[config.mk]
export PLATFORM = sky130hd
export DESIGN_NAME = pipeline_ctrl_flat
export DESIGN_NICKNAME = d
export VERILOG_FILES = /design/src/rtl/pipeline_ctrl_pkg.sv /design/src/rtl/pipeline_ctrl_if.sv /design/src/rtl/pipeline_ctrl_hazard_detect.sv /design/src/rtl/pipeline_ctrl.sv /design/src/flat_wrapper.sv
export SDC_FILE = /design/constraint.sdc
export NUM_CORES = 1
export LEC_CHECK = 0
export CORE_ASPECT_RATIO = 1.1
export CORE_MARGIN = 4
export CORE_UTILIZATION = 40
export CTS_CLUSTER_SIZE = 14
export DETAILED_ROUTE_END_ITERATION = 16
export PLACE_DENSITY = 0.82
export SETUP_SLACK_MARGIN = 0.5
export SLEW_MARGIN = 30
export SYNTH_ARGS = -nofsm -noshare
export SYNTH_HDL_FRONTEND = slang
export SYNTH_SLANG_ARGS = --single-unit
[constraint.sdc]
create_clock -name clk -period 2.1 [get_ports clk]
set_clock_uncertainty 0.15 [all_clocks]
set_input_delay 0.315 -clock clk [delete_from_list [all_inputs] [get_ports clk]]
set_output_delay 0.315 -clock clk [all_outputs]
set_load 0.01 [all_outputs]
[src/rtl/pipeline_ctrl_pkg.sv]
// Shared encodings for the five-stage pipeline sequencer:
// FSM states, next-PC select codes and the hard-wired zero register.
package pipe_ctrl_pkg;

  typedef enum logic [1:0] {
    HALT     = 2'b00,
    RUN      = 2'b01,
    MEM_WAIT = 2'b10,
    ERROR    = 2'b11
  } state_t;

  typedef enum logic [1:0] {
    PCSEL_SEQ = 2'b00,
    PCSEL_BR  = 2'b01,
    PCSEL_JMP = 2'b10
  } pcsel_t;

  // Register $0 is hard-wired to zero and can never carry a dependency.
  localparam logic [4:0] REG_ZERO = 5'd0;

endpackage

[src/rtl/pipeline_ctrl_if.sv]
// Bundle between the pipeline sequencer and the datapath/register bank.
// master: the sequencer (drives enables, flushes, pc_sel, status).
// slave : the datapath side (drives decode/hazard/memory status).
interface pipeline_ctrl_if #(parameter int CNT_W = 16);

  logic             run;
  logic [4:0]       id_rs;
  logic [4:0]       id_rt;
  logic             id_uses_rt;
  logic             id_jump;
  logic             ex_mem_read;
  logic [4:0]       ex_rt;
  logic             mem_branch_taken;
  logic             mem_access;
  logic             dmem_ready;
  logic             pc_en;
  logic             if_id_en;
  logic             id_ex_en;
  logic             ex_mem_en;
  logic             mem_wb_en;
  logic             if_id_flush;
  logic             id_ex_flush;
  logic             ex_mem_flush;
  logic [1:0]       pc_sel;
  logic             mem_err;
  logic [1:0]       state_o;
  logic [CNT_W-1:0] stall_cnt;
  logic [CNT_W-1:0] flush_cnt;

  modport master (
    input  run, id_rs, id_rt, id_uses_rt, id_jump, ex_mem_read, ex_rt,
           mem_branch_taken, mem_access, dmem_ready,
    output pc_en, if_id_en, id_ex_en, ex_mem_en, mem_wb_en,
           if_id_flush, id_ex_flush, ex_mem_flush, pc_sel, mem_err,
           state_o, stall_cnt, flush_cnt
  );

  modport slave (
    output run, id_rs, id_rt, id_uses_rt, id_jump, ex_mem_read, ex_rt,
           mem_branch_taken, mem_access, dmem_ready,
    input  pc_en, if_id_en, id_ex_en, ex_mem_en, mem_wb_en,
           if_id_flush, id_ex_flush, ex_mem_flush, pc_sel, mem_err,
           state_o, stall_cnt, flush_cnt
  );

endinterface

[src/rtl/pipeline_ctrl_hazard_detect.sv]
// Combinational load-use compare: the load in ID/EX writes a register
// that the instruction in IF/ID reads. $0 is never a hazard source.
module hazard_detect
  import pipe_ctrl_pkg::*;
(
  input  logic [4:0] id_rs,
  input  logic [4:0] id_rt,
  input  logic       id_uses_rt,
  input  logic       ex_mem_read,
  input  logic [4:0] ex_rt,
  output logic       load_use
);

  assign load_use = ex_mem_read && (ex_rt != REG_ZERO) &&
                    ((ex_rt == id_rs) || (id_uses_rt && (ex_rt == id_rt)));

endmodule

[src/rtl/pipeline_ctrl.sv]
// Five-stage pipeline sequencer: sole source of the stage enables,
// flushes and next-PC select. Handles load-use stalls, taken branches,
// jumps and multi-cycle data-memory waits with a timeout.
// Optional build macro: PIPE_PERF_CNT_EN (stall/flush performance counters).
module pipeline_ctrl
  import pipe_ctrl_pkg::*;
#(
  parameter int MEM_TIMEOUT = 16,
  parameter int CNT_W       = 16
) (
  input  logic            clk,
  input  logic            reset,
  pipeline_ctrl_if.master bus
);

  state_t           state_r;
  logic [CNT_W-1:0] wait_cnt_r;
  logic [CNT_W-1:0] wait_inc_s;
  logic             load_use_s;

  logic             pc_en_s, if_id_en_s, id_ex_en_s, ex_mem_en_s, mem_wb_en_s;
  logic             if_id_flush_s, id_ex_flush_s, ex_mem_flush_s;
  pcsel_t           pc_sel_s;

  hazard_detect u_hazard (
    .id_rs       (bus.id_rs),
    .id_rt       (bus.id_rt),
    .id_uses_rt  (bus.id_uses_rt),
    .ex_mem_read (bus.ex_mem_read),
    .ex_rt       (bus.ex_rt),
    .load_use    (load_use_s)
  );

  assign wait_inc_s = wait_cnt_r + {{(CNT_W-1){1'b0}}, 1'b1};

  // State register and memory-wait counter.
  always_ff @(posedge clk or negedge reset) begin
    if (!reset) begin
      state_r    <= HALT;
      wait_cnt_r <= '0;
    end else begin
      case (state_r)
        HALT: begin
          if (bus.run) state_r <= RUN;
        end
        RUN: begin
          if (!bus.run) begin
            state_r <= HALT;
          end else if (bus.mem_access && !bus.dmem_ready) begin
            state_r    <= MEM_WAIT;
            wait_cnt_r <= '0;
          end
        end
        MEM_WAIT: begin
          if (!bus.run) begin
            state_r    <= HALT;
            wait_cnt_r <= '0;
          end else if (bus.dmem_ready) begin
            state_r    <= RUN;
            wait_cnt_r <= '0;
          end else if (wait_inc_s == CNT_W'(MEM_TIMEOUT)) begin
            state_r    <= ERROR;
            wait_cnt_r <= '0;
          end else begin
            wait_cnt_r <= wait_inc_s;
          end
        end
        ERROR: begin
          state_r <= ERROR;
        end
        default: begin
          state_r    <= HALT;
          wait_cnt_r <= '0;
        end
      endcase
    end
  end

  // Stage enables, flushes and next-PC select from state and hazard inputs.
  always_comb begin
    pc_en_s        = 1'b0;
    if_id_en_s     = 1'b0;
    id_ex_en_s     = 1'b0;
    ex_mem_en_s    = 1'b0;
    mem_wb_en_s    = 1'b0;
    if_id_flush_s  = 1'b0;
    id_ex_flush_s  = 1'b0;
    ex_mem_flush_s = 1'b0;
    pc_sel_s       = PCSEL_SEQ;
    case (state_r)
      RUN: begin
        if (!bus.run) begin
          pc_en_s = 1'b0;
        end else if (bus.mem_access && !bus.dmem_ready) begin
          // Hold the front; MEM/WB takes a bubble while the access waits.
          mem_wb_en_s = 1'b1;
        end else if (bus.mem_branch_taken) begin
          // Branch beats jump and load-use: everything younger is wrong-path.
          {pc_en_s, if_id_en_s, id_ex_en_s, ex_mem_en_s, mem_wb_en_s} = 5'b11111;
          {if_id_flush_s, id_ex_flush_s, ex_mem_flush_s}             = 3'b111;
          pc_sel_s = PCSEL_BR;
        end else if (bus.id_jump) begin
          {pc_en_s, if_id_en_s, id_ex_en_s, ex_mem_en_s, mem_wb_en_s} = 5'b11111;
          if_id_flush_s = 1'b1;
          pc_sel_s      = PCSEL_JMP;
        end else if (load_use_s) begin
          // One bubble into ID/EX while PC and IF/ID hold.
          {id_ex_en_s, ex_mem_en_s, mem_wb_en_s} = 3'b111;
          id_ex_flush_s = 1'b1;
        end else begin
          {pc_en_s, if_id_en_s, id_ex_en_s, ex_mem_en_s, mem_wb_en_s} = 5'b11111;
        end
      end
      MEM_WAIT: begin
        if (bus.run && bus.dmem_ready) begin
          {pc_en_s, if_id_en_s, id_ex_en_s, ex_mem_en_s, mem_wb_en_s} = 5'b11111;
        end else begin
          pc_en_s = 1'b0;
        end
      end
      default: begin
        pc_en_s = 1'b0;
      end
    endcase
  end

  assign bus.pc_en        = pc_en_s;
  assign bus.if_id_en     = if_id_en_s;
  assign bus.id_ex_en     = id_ex_en_s;
  assign bus.ex_mem_en    = ex_mem_en_s;
  assign bus.mem_wb_en    = mem_wb_en_s;
  assign bus.if_id_flush  = if_id_flush_s;
  assign bus.id_ex_flush  = id_ex_flush_s;
  assign bus.ex_mem_flush = ex_mem_flush_s;
  assign bus.pc_sel       = pc_sel_s;
  assign bus.state_o      = state_r;
  // ERROR is left only through reset, so the flag is sticky by construction.
  assign bus.mem_err      = (state_r == ERROR);

`ifdef PIPE_PERF_CNT_EN
  logic [CNT_W-1:0] stall_cnt_r;
  logic [CNT_W-1:0] flush_cnt_r;

  // Saturating stall and flush event counters.
  always_ff @(posedge clk or negedge reset) begin
    if (!reset) begin
      stall_cnt_r <= '0;
      flush_cnt_r <= '0;
    end else begin
      if (((state_r == RUN) || (state_r == MEM_WAIT)) && !pc_en_s &&
          (stall_cnt_r != {CNT_W{1'b1}})) begin
        stall_cnt_r <= stall_cnt_r + {{(CNT_W-1){1'b0}}, 1'b1};
      end
      if (if_id_flush_s && (flush_cnt_r != {CNT_W{1'b1}})) begin
        flush_cnt_r <= flush_cnt_r + {{(CNT_W-1){1'b0}}, 1'b1};
      end
    end
  end

  assign bus.stall_cnt = stall_cnt_r;
  assign bus.flush_cnt = flush_cnt_r;
`else
  assign bus.stall_cnt = '0;
  assign bus.flush_cnt = '0;
`endif

endmodule

[src/flat_wrapper.sv]
// flat-port wrapper written by rule: the top's interface ports become plain ports
module pipeline_ctrl_flat import pipe_ctrl_pkg::*;
#(
  parameter int MEM_TIMEOUT = 16,
  parameter int CNT_W       = 16
)
  (clk, reset, bus_run, bus_id_rs, bus_id_rt, bus_id_uses_rt, bus_id_jump, bus_ex_mem_read, bus_ex_rt, bus_mem_branch_taken, bus_mem_access, bus_dmem_ready, bus_pc_en, bus_if_id_en, bus_id_ex_en, bus_ex_mem_en, bus_mem_wb_en, bus_if_id_flush, bus_id_ex_flush, bus_ex_mem_flush, bus_pc_sel, bus_mem_err, bus_state_o, bus_stall_cnt, bus_flush_cnt);
  pipeline_ctrl_if #(.CNT_W(CNT_W)) bus_i ();
  input  logic clk;
  input  logic reset;
  input wire logic [$bits(bus_i.run)-1:0] bus_run;
  input wire logic [$bits(bus_i.id_rs)-1:0] bus_id_rs;
  input wire logic [$bits(bus_i.id_rt)-1:0] bus_id_rt;
  input wire logic [$bits(bus_i.id_uses_rt)-1:0] bus_id_uses_rt;
  input wire logic [$bits(bus_i.id_jump)-1:0] bus_id_jump;
  input wire logic [$bits(bus_i.ex_mem_read)-1:0] bus_ex_mem_read;
  input wire logic [$bits(bus_i.ex_rt)-1:0] bus_ex_rt;
  input wire logic [$bits(bus_i.mem_branch_taken)-1:0] bus_mem_branch_taken;
  input wire logic [$bits(bus_i.mem_access)-1:0] bus_mem_access;
  input wire logic [$bits(bus_i.dmem_ready)-1:0] bus_dmem_ready;
  output wire logic [$bits(bus_i.pc_en)-1:0] bus_pc_en;
  output wire logic [$bits(bus_i.if_id_en)-1:0] bus_if_id_en;
  output wire logic [$bits(bus_i.id_ex_en)-1:0] bus_id_ex_en;
  output wire logic [$bits(bus_i.ex_mem_en)-1:0] bus_ex_mem_en;
  output wire logic [$bits(bus_i.mem_wb_en)-1:0] bus_mem_wb_en;
  output wire logic [$bits(bus_i.if_id_flush)-1:0] bus_if_id_flush;
  output wire logic [$bits(bus_i.id_ex_flush)-1:0] bus_id_ex_flush;
  output wire logic [$bits(bus_i.ex_mem_flush)-1:0] bus_ex_mem_flush;
  output wire logic [$bits(bus_i.pc_sel)-1:0] bus_pc_sel;
  output wire logic [$bits(bus_i.mem_err)-1:0] bus_mem_err;
  output wire logic [$bits(bus_i.state_o)-1:0] bus_state_o;
  output wire logic [$bits(bus_i.stall_cnt)-1:0] bus_stall_cnt;
  output wire logic [$bits(bus_i.flush_cnt)-1:0] bus_flush_cnt;
  assign bus_i.run = bus_run;
  assign bus_i.id_rs = bus_id_rs;
  assign bus_i.id_rt = bus_id_rt;
  assign bus_i.id_uses_rt = bus_id_uses_rt;
  assign bus_i.id_jump = bus_id_jump;
  assign bus_i.ex_mem_read = bus_ex_mem_read;
  assign bus_i.ex_rt = bus_ex_rt;
  assign bus_i.mem_branch_taken = bus_mem_branch_taken;
  assign bus_i.mem_access = bus_mem_access;
  assign bus_i.dmem_ready = bus_dmem_ready;
  assign bus_pc_en = bus_i.pc_en;
  assign bus_if_id_en = bus_i.if_id_en;
  assign bus_id_ex_en = bus_i.id_ex_en;
  assign bus_ex_mem_en = bus_i.ex_mem_en;
  assign bus_mem_wb_en = bus_i.mem_wb_en;
  assign bus_if_id_flush = bus_i.if_id_flush;
  assign bus_id_ex_flush = bus_i.id_ex_flush;
  assign bus_ex_mem_flush = bus_i.ex_mem_flush;
  assign bus_pc_sel = bus_i.pc_sel;
  assign bus_mem_err = bus_i.mem_err;
  assign bus_state_o = bus_i.state_o;
  assign bus_stall_cnt = bus_i.stall_cnt;
  assign bus_flush_cnt = bus_i.flush_cnt;
  pipeline_ctrl #(.MEM_TIMEOUT(MEM_TIMEOUT), .CNT_W(CNT_W)) u_core (.clk(clk), .reset(reset), .bus(bus_i));
endmodule
After elaboration in Yosys (flattened, before gate mapping)
Cells that the tools add are included.

Flip-flop bits (word level): 18. Output and inout bits: 45.

Add/sub/neg operators: 1. Reductions and logical operators: 12. Multiplexer cells: 45. Equal/unequal tests: 11.

Operator list (count): $mux 16 (5); $pmux 16 s2 (1); $mux 1 (24); $mux 2 (11); $add 16x1->16 const B (1); $eq 16x5->1 const B (1); $eq 5x5->1 (2); $pmux 2 s4 (1); $pmux 1 s2 (3); $reduce_and 3->1 (2); $logic_and 1x1->1 (5); $reduce_bool 5->1 (1); $eq 2x2->1 const B (2); $ne 2x2->1 const B (2); $ne 4x3->1 const B (1); $ne 3x2->1 const B (1); $eq 2x1->1 const B (1); $logic_not 2->1 (1); $ne 2x1->1 const B (1); $reduce_bool 2->1 (1); $logic_not 1->1 (1); $logic_or 1x1->1 (1).

Longest topological paths before layout
Word-level depth: 10. Gate-level depth with buffers: 8. Gate-level depth less buffers: 8.

Modules after synthesis
A second synthesis with hierarchy kept.

Cells, all modules: 221. Area, all modules: 1809.2 µm².

Modules (own cells, without submodules): pipeline_ctrl (area each 1676.6 µm², instances 1, cells an instance 204); hazard_detect (area each 132.6 µm², instances 1, cells an instance 17).

Worst setup path after synthesis
OpenSTA, ideal clock, no wires.

Kind: reg-to-reg. Start point: reg u_core.wait_cnt_r[0]. End point: reg u_core.wait_cnt_r[4]. Path buffers: 0. Path slack: -0.066 ns. Arrival: 1.890 ns. Cell stages (with the launch flop): 8. Path through: dfrtp_1 -> ha_1 -> nand2_1 -> or3_4 -> nor4_4 -> o22ai_2 -> o31a_1 -> o21bai_1.

Cells in the longest elaborated chain, start to end: 6.

RTL lines: start, declared (RTL line pipeline_ctrl.sv:17) `logic [CNT_W-1:0] wait_cnt_r;`; start signal, assigned (RTL line pipeline_ctrl.sv:65) `wait_cnt_r <= wait_inc_s;`; $add 16x1->16 * (RTL line pipeline_ctrl.sv:34) `assign wait_inc_s = wait_cnt_r + {{(CNT_W-1){1'b0}}, 1'b1};`; $eq 16x5->1 (RTL line pipeline_ctrl.sv:61) `end else if (wait_inc_s == CNT_W'(MEM_TIMEOUT)) begin`; $mux 16 * (RTL line pipeline_ctrl.sv:61); $mux 16 * (RTL line pipeline_ctrl.sv:58) `end else if (bus.dmem_ready) begin`; $mux 16 * (RTL line pipeline_ctrl.sv:55) `if (!bus.run) begin`; $pmux 16 s2 * (RTL line pipeline_ctrl.sv:42) `case (state_r)`.

Every way passes the cells marked *; elsewhere a longest branch is shown, timed or not. A chain may end at the register's enable or synchronous reset.

Worst setup path in the final report
Start point: reg u_core.wait_cnt_r[1]. End point: reg u_core.wait_cnt_r[4].

The elaborated chain is that of the path after synthesis.

==> impl_metrics.toml <==
[clock_tree]
h-tree-depth = 1
cts_root_buf = "clkbuf_8"
cts_tree = "done"
clock_sinks = 18
worstSkewPairLatency_ns = 0.26
cts.clk_slew.worst_paths_ns = 0.08
numCtsBuffers = 3
clockBufferDepth = 2

[critical_path]
crit_start = "u_core.wait_cnt_r[1]$_DFFE_PN0P_"
arrival_ns = 2.13
critPathKind = "flop to flop"
required_ns = 2.10
r2r_end = "u_core.wait_cnt_r[4]$_DFFE_PN0P_"
worst-r2r-cell-count = 8
endpoint = "u_core.wait_cnt_r[4]$_DFFE_PN0P_"
reg2reg_from = "u_core.wait_cnt_r[1]$_DFFE_PN0P_"
startpoint_type = "flop"
endpoint_kind = "flop"
path_max_fanout = 4
rrSetupSlack_ns = -0.02

[floorplanning]
die_area_mm2 = 0.00543
start_util = 0.425
ioPinCount = 69
core_mm2 = 0.00405
die_x_um = 70.6
die_y_um = 76.9
placementRows = 24

[logic_synthesis]
ys_seq_area_frac = 0.261
synth_cell_type_count = 46
async_flop_share = 1.00
synth_edf_count = 0
synthFlopType = "dfrtp_1"
synth-seq-cells = 18
netlist_area_mm2 = 0.00172
syn_inst = 216
avgSynthCellArea_um2 = 7.98
yosys_warnings = 0

[power_and_ir_drop]
p_seq_frac = 0.237
ir_worst_vdd_uv = 643
pwr-share-comb = 0.592
switchingPower_uw = 642
swShare = 0.375
p_leak_nw = 1.27
power_density_mw_per_mm2 = 603
power_mw = 1.71
p_clk_frac = 0.171
internal-power_mw = 1.07

[final_layout]
finalNetCount = 329
antennaDiodeCount = 0
layout-drive-gt1-share = 0.473
fillers = 290
utilization = 0.700
syn_to_final_growth_pct = 64.7

[timing]
tns_ns = -0.0249
finalMaxSlewViolations = 0
finalCriticalPeriod_ns = 2.12
rsz0062_at_grt = "yes"
hold_viol_final = 0
min_period_over_period = 1.01
finalSetupViolCount = 1
fmax_mhz = 471
fin_ws_ns = -0.0249

[grt]
grtUsageTotal = 0.185
grt_pass1_wl_um = 8370
grt_max_degree = 19
grt.overflow.total = 0
grt_pass1_vias = 1774
grt_antenna_before_repair = 0

[drt]
drt-initial-drc-count = 160
wl_per_cell_um = 15.6
drt_pre_antenna_iters = 4
drc = 0
drt_wl_total_um = 5450
routed_via_density = 5.24
vias = 1833
ant_nets = 0

[placement]
io_buffer_count = 36
dp_hpwl_um = 3560
gpl.final_weighted_congestion = 0.908

[job]
cap_violations = 0

[outcome]
status = "finished with violations"
violations = "negative setup slack"

[worst_hold_path]
hold_path.class = "input port to async pin"
## what timing repair did
item / 4_1_cts / 5_1_grt
gates cloned: 0 / 0
setup endpoints to repair: 31 / 29
pin swaps: 32 / 24
buffers inserted: 12 / 9
resized for setup: 118 / 46
hold buffers: 0 / 0
## layer usage
layer | GRT usage | wire [um] | vias up
met3 | 0.0288 | 273 | 8
li1 | - | - | 875
met4 | 0.0489 | 82 | 0
met5 | 0 | 0 | -
met2 | 0.338 | 3070 | 60
met1 | 0.221 | 2020 | 890
## final cells by class
type                    count  area, um2  area share
inverters                   6       27.5     0.00970
flip-flops and latches     18        455       0.160
multi-input cells         181       1450       0.511
well taps                  52       65.1      0.0229
repair buffers             89        785       0.276
clock buffers               4       55.1      0.0194
## stage by stage
step / setup WS (ns) / cell area (um2) / hold WS, ns / instances
finish: -0.0249 / 2840 / 0.228 / 350
global route: -0.105 / 2840 / 0.269 / 350
CTS: 0.0714 / 2610 / 0.243 / 341
floorplan: 0.104 / 2040 / -0.131 / 247
global placement: -0.763 / 2400 / 0.377 / 325
detailed placement: -0.770 / 2400 / 0.384 / 325
## layout by cell type (no fill, tap or decap), types with 3 or more instances in the layout
master | synthesis | final
nand2_4 | 0 | 4
ha_4 | 0 | 5
nand2_1 | 15 | 9
nor4_4 | 1 | 3
conb_1 | 1 | 32
a21oi_1 | 5 | 3
o31ai_2 | 0 | 5
clkdlybuf4s15_1 | 0 | 6
dfrtp_2 | 0 | 4
nor2_1 | 15 | 10
clkdlybuf4s50_1 | 0 | 7
nor3_2 | 1 | 3
dfrtp_1 | 18 | 14
nand4_1 | 5 | 5
dlygate4sd2_1 | 0 | 6
and2_1 | 3 | 3
buf_2 | 1 | 11
buf_4 | 35 | 34
clkbuf_8 | 0 | 4
xnor2_1 | 11 | 7
nand3_1 | 11 | 9
a31oi_1 | 4 | 3
o21ai_1 | 2 | 14
o21ai_0 | 22 | 4
o21ai_2 | 0 | 6
xnor2_2 | 0 | 4
nor2_2 | 0 | 4
buf_6 | 0 | 21
inv_1 | 6 | 4
## worst max-delay path, cell delays in order, from the launching register on
cell and delay (ns):
dfrtp_1 0.42, buf_4 0.13, buf_4 0.10, and3_1 0.18, nand4_1 0.19, a21boi_0 0.26, o21ai_2 0.14, o31a_1 0.29
o21bai_1 0.15
## power groups by stage
stage | Combinational (mW) | Clock, mW | Sequential [mW]
finish | 1.01 | 0.293 | 0.405
global route | 1.09 | 0.315 | 0.409
CTS | 0.900 | 0.291 | 0.405
detailed placement | 0.783 | 0 | 0.413
global placement | 0.764 | 0 | 0.412
floorplan | 0.506 | 0 | 0.423
## worst min path at each step
stage	startpoint	endpoint	slack (ns)	cells after the start
final	reset	u_core.wait_cnt_r[2]$_DFFE_PN0P_	0.23	2
after global routing	reset	u_core.wait_cnt_r[2]$_DFFE_PN0P_	0.27	2
after CTS	reset	u_core.wait_cnt_r[2]$_DFFE_PN0P_	0.24	2
after detailed placement	u_core.wait_cnt_r[9]$_DFFE_PN0P_	u_core.wait_cnt_r[9]$_DFFE_PN0P_	0.38	1
after global placement	u_core.wait_cnt_r[9]$_DFFE_PN0P_	u_core.wait_cnt_r[9]$_DFFE_PN0P_	0.38	1
after floorplan	reset	u_core.bus.state_o[0]$_DFFE_PN0P_	-0.13	0
## sequential cells by signal, indices dropped and copies added, names as in the netlist
| name | flops |
|---|---|
| u_core.bus.state_o | 2 |
| u_core.wait_cnt_r | 16 |
## synth_stat cells (all sizes together) (2+ instances only)
cell,instances,share of area
nor4,5,0.027
o22ai,3,0.015
nand2,15,0.033
o21a,2,0.0087
inv,6,0.013
and2,3,0.011
a31oi,4,0.015
nand4,6,0.030
and3,2,0.0080
nor2b,2,0.0073
a21oi,5,0.015
xnor2,11,0.056
ha,6,0.044
nor2,15,0.033
nand3,11,0.032
a211oi,2,0.0087
a21boi,3,0.013
nor4b,2,0.010
o21ai,24,0.070
clkbuf,6,0.013
dfrtp,18,0.26
nor3,6,0.020
or4,2,0.0087
o31ai,5,0.022
nand2b,3,0.011
buf,36,0.16
## cells by family (layout without fill, tap and decap cells)
kind of cell	Yosys count	in the layout	synth area share
compound gates	55	55	0.200
simple gates	76	76	0.250
flops	18	18	0.261
fa+ha+maj	6	6	0.0435
buf+inv	48	99	0.181
xor+xnor	11	11	0.0559
mux	1	1	0.00581
other cells	1	32	0.00217
Note: power is estimated with default switching activity, not from simulation.
